--- src/rtl/orange_chk_pkg.sv ---
// Shared types and helpers for the Orange response checker.
package orange_chk_pkg;

    localparam int N_IN_DEF = 5;

    typedef enum logic [1:0] {
        ST_IDLE,
        ST_RUN,
        ST_FLUSH,
        ST_DONE
    } chk_state_e;

    function automatic int vec_count(input int n);
        return 1 << n;
    endfunction

endpackage

--- src/rtl/orange_chk_cmp.sv ---
// One-stage registered compare of an observed output bit
// against the expected truth table entry for its vector index.
module orange_chk_cmp
    import orange_chk_pkg::*;
#(
    parameter int N_IN = N_IN_DEF,
    parameter logic [vec_count(N_IN)-1:0] EXPECTED = '0
) (
    input  logic            clk,
    input  logic            rst_n,
    input  logic            valid_i,
    input  logic [N_IN-1:0] idx_i,
    input  logic            y_i,
    output logic            valid_o,
    output logic            mm_o,
    output logic [N_IN-1:0] idx_o
);

    logic            valid_q, valid_d;
    logic            mm_q, mm_d;
    logic [N_IN-1:0] idx_q, idx_d;

    always_comb begin
        valid_d = valid_i;
        idx_d   = valid_i ? idx_i : idx_q;
        mm_d    = valid_i ? (y_i != EXPECTED[idx_i]) : 1'b0;
    end

    always_ff @(posedge clk or negedge rst_n) begin
        if (!rst_n) begin
            valid_q <= 1'b0;
            mm_q    <= 1'b0;
            idx_q   <= '0;
        end else begin
            valid_q <= valid_d;
            mm_q    <= mm_d;
            idx_q   <= idx_d;
        end
    end

    assign valid_o = valid_q;
    assign mm_o    = mm_q;
    assign idx_o   = idx_q;

endmodule

--- config.mk ---
export PLATFORM = sky130hd
export DESIGN_NAME = orange_chk_cmp
export DESIGN_NICKNAME = d
export VERILOG_FILES = /design/src/rtl/orange_chk_pkg.sv /design/src/rtl/orange_chk_cmp.sv
export SDC_FILE = /design/constraint.sdc
export NUM_CORES = 1
export LEC_CHECK = 0
export CAP_MARGIN = 30
export CORE_AREA = 2 2 39 41
export DETAILED_ROUTE_END_ITERATION = 8
export DIE_AREA = 0 0 41 43
export GPL_ROUTABILITY_DRIVEN = 0
export PLACE_DENSITY = 0.43
export REMOVE_ABC_BUFFERS = 1
export SYNTH_ARGS = -nofsm -noshare
export SYNTH_HDL_FRONTEND = slang
export SYNTH_SLANG_ARGS = --single-unit
--- constraint.sdc ---
create_clock -name clk -period 0.92 [get_ports clk]
set_input_delay 0.184 -clock clk [delete_from_list [all_inputs] [get_ports clk]]
set_output_delay 0.184 -clock clk [all_outputs]
set_load 0.01 [all_outputs]
==> summary.md, run 1 <==
| Metric | Value |
|---|---|
| Status | `finished with violations` |
| Failing checks | `negative setup slack` |
| Commonest non-fill, non-tap cells in the layout | `7 x dfrtp_1, 7 x clkdlybuf4s50_1, 7 x buf_2, 5 x mux2_2, 3 x clkbuf_4` |
| Final worst slack | `-19.9 ps` |
| Crit. End Element | `primary output` |
| Crit path depth | `1` |
| Hold_buf cts | `0` |
| Clock Tree Root | `clkbuf_4` |
| Delay-heaviest family, CP | `flip-flops` |
| Critical path peak fanout | `2` |
| Htree depth | `1` |
| HP Class | `input pin to async pin` |
| Power per cell area | `1810 mW/mm^2` |
| Worst Hold Slack | `201 ps` |
| Static leakage | `0.182 nW` |
| Post-synthesis register bit count | `7` |
| Max-slew violations | `0` |
| Final hold viol count | `0` |
| Cell variety after synth | `3` |
| Antenna-violating nets left | `0` |
| Max-Slew Margin vs Limit | `78.6%` |
| Core ar. | `0.00138 sq mm` |
| Max-cap viol count | `0` |
| Worst-Skew Late Latency | `240 ps` |
| IO Port Bufs | `15` |
| # nets final | `42` |
| Post-DP Area | `409 sq um` |
| Cell area after layout | `399 sq um` |
| # diodes | `0` |
| Synth Area per Inst | `18.4 sq um` |
| Vias post-DR | `171` |
| Worst-path cell chain | `buf_2` |
| Worst Skew | `0 ps` |
| Share of cells above drive strength 1 | `50.0%` |
| Minimum clock period | `940 ps` |
| Die area | `0.00176 sq mm` |
| Vias in the first global route | `178` |
| Crit path required time | `740 ps` |
| Critical Path Max Stage Delay | `370 ps` |
| Die height | `43 um` |
| TritonCTS clock tree | `done` |
| R2r worst-path depth | `1` |
| Clk buf depth | `2` |
| Initial Util | `17.3%` |
| Type of element launching the critical path | `flip-flop` |
| Unrepaired setup endpoints after global routing | `true` |
| Global-route wire length before repair | `696 um` |
| Post-CTS Setup Inserts | `0` |
| Pin slew with the least headroom to its limit | `321 ps` |
| Gate Count Post-Synth | `13` |
| Global-route usage over all layers | `6.58%` |
| Critical path's slowest cell | `dfrtp_1` |
| FMAX | `1.06 GHz` |
| Ys Warns | `0` |
| Initial antenna violation count | `0` |
| # DRC | `0` |
| Initial DRC count | `1` |
| Die width | `41 um` |
| Via/cell ratio | `3.56` |
| Final Setup Violations | `5` |
| Final wirelength | `479 um` |
| Ports | `16` |
| TritonCTS Buffers | `3` |
| Clock Sinks | `7` |
| Power Total | `0.000722 W` |
| DRT Pass-1 Iters | `2` |
| Routed len/inst | `9.98 um` |
| Area grow syn2layout | `67.0%` |
| Gr ovfl total | `0` |
| Critical path type | `flip-flop to primary output` |
| # rows | `14` |
| Final period utilization | `102%` |
| Largest net degree at the start of global routing | `8` |
| Register area share after synthesis | `73.3%` |
| VDD IR-drop max | `0.000532 V` |
| CP Buf/Inv Count | `1` |
| Clock slew seen by the registers of the worst setup and hold paths | `50 ps` |
| Synth Cell Area | `239 sq um` |
| Critical Path AT | `760 ps` |
==> state kept, by name, indices dropped and copies added (netlist names) <==
register	count
idx_o	5
valid_o	1
mm_o	1
==> timing repair <==
action | 4_1_cts | 5_1_grt
setup endpoints to repair | 12 | 7
pin swaps | 0 | 0
resized for setup | 29 | 0
hold endpoints to repair | 0 | 0
==> metal layers <==
metal	global-route usage [%]	vias up	wire length, um
met5	0	-	0
met4	6.00	0	6
met3	4.71	2	63
met2	7.50	11	192
met1	7.59	77	217
li1	-	81	-
==> metrics by stage <==
stage | TNS (ps) | worst slack [ps] | cells | utilization [%]
finish | -60.2 | -19.9 | 48 | 28.8
global route | -297 | -63.9 | 48 | 28.8
CTS | -151 | -37.5 | 48 | 28.8
detailed placement | -3100 | -416 | 44 | 29.6
global placement | -2950 | -392 | 44 | 29.6
floorplan | 0 | 151 | 13 | -
==> area by class of cell <==
type	count	area [sq um]
clock buffer	4	26.3
fill	141	985
tap	16	20.0
timing repair buffer	15	114
sequential	7	175
multi-input combinational	6	63.8
==> report_power, final <==
part	internal [W]	switching, W	leakage, nW	total (W)
Clock	0.000165	0.000104	0.0150	0.000269
Combinational	0.0000661	0.0000421	0.0842	0.000108
Sequential	0.000335	0.0000104	0.0830	0.000345
==> synthesized netlist by cell type <==
master   n  area (sq um)
dfrtp_1  7           175
mux2_2   5          56.3
and2_2   1          7.51
==> cells by family (layout without fill, tap and decap cells) <==
kind of cell / Yosys count / in the layout / share of synthesized area (%)
simple gates: 1 / 1 / 3.14
mux: 5 / 5 / 23.6
buf+inv: 0 / 19 / 0
flops: 7 / 7 / 73.3
==> worst paths after layout <==
path	start	slack, ps	end
hold / removal	rst_n	200	idx_o[2]$_DFFE_PN0P_
setup / recovery	idx_o[3]$_DFFE_PN0P_	-20	idx_o[3]
max in group asynchronous	rst_n	480	idx_o[4]$_DFFE_PN0P_
min in group clk	valid_i	360	valid_o$_DFF_PN0_
hold reg to reg	idx_o[4]$_DFFE_PN0P_	500	idx_o[4]$_DFFE_PN0P_
setup reg to reg	idx_o[3]$_DFFE_PN0P_	180	idx_o[3]$_DFFE_PN0P_
(Power assumes the default switching activity.)
==> inputs of run 2 (changes only) <==
Settings changed: ABC_CLOCK_PERIOD_IN_PS set to 920, CAP_MARGIN 30 to unset.
==> results of run 2 <==
Final layout, timing and power as in run 1 (identical DEF).
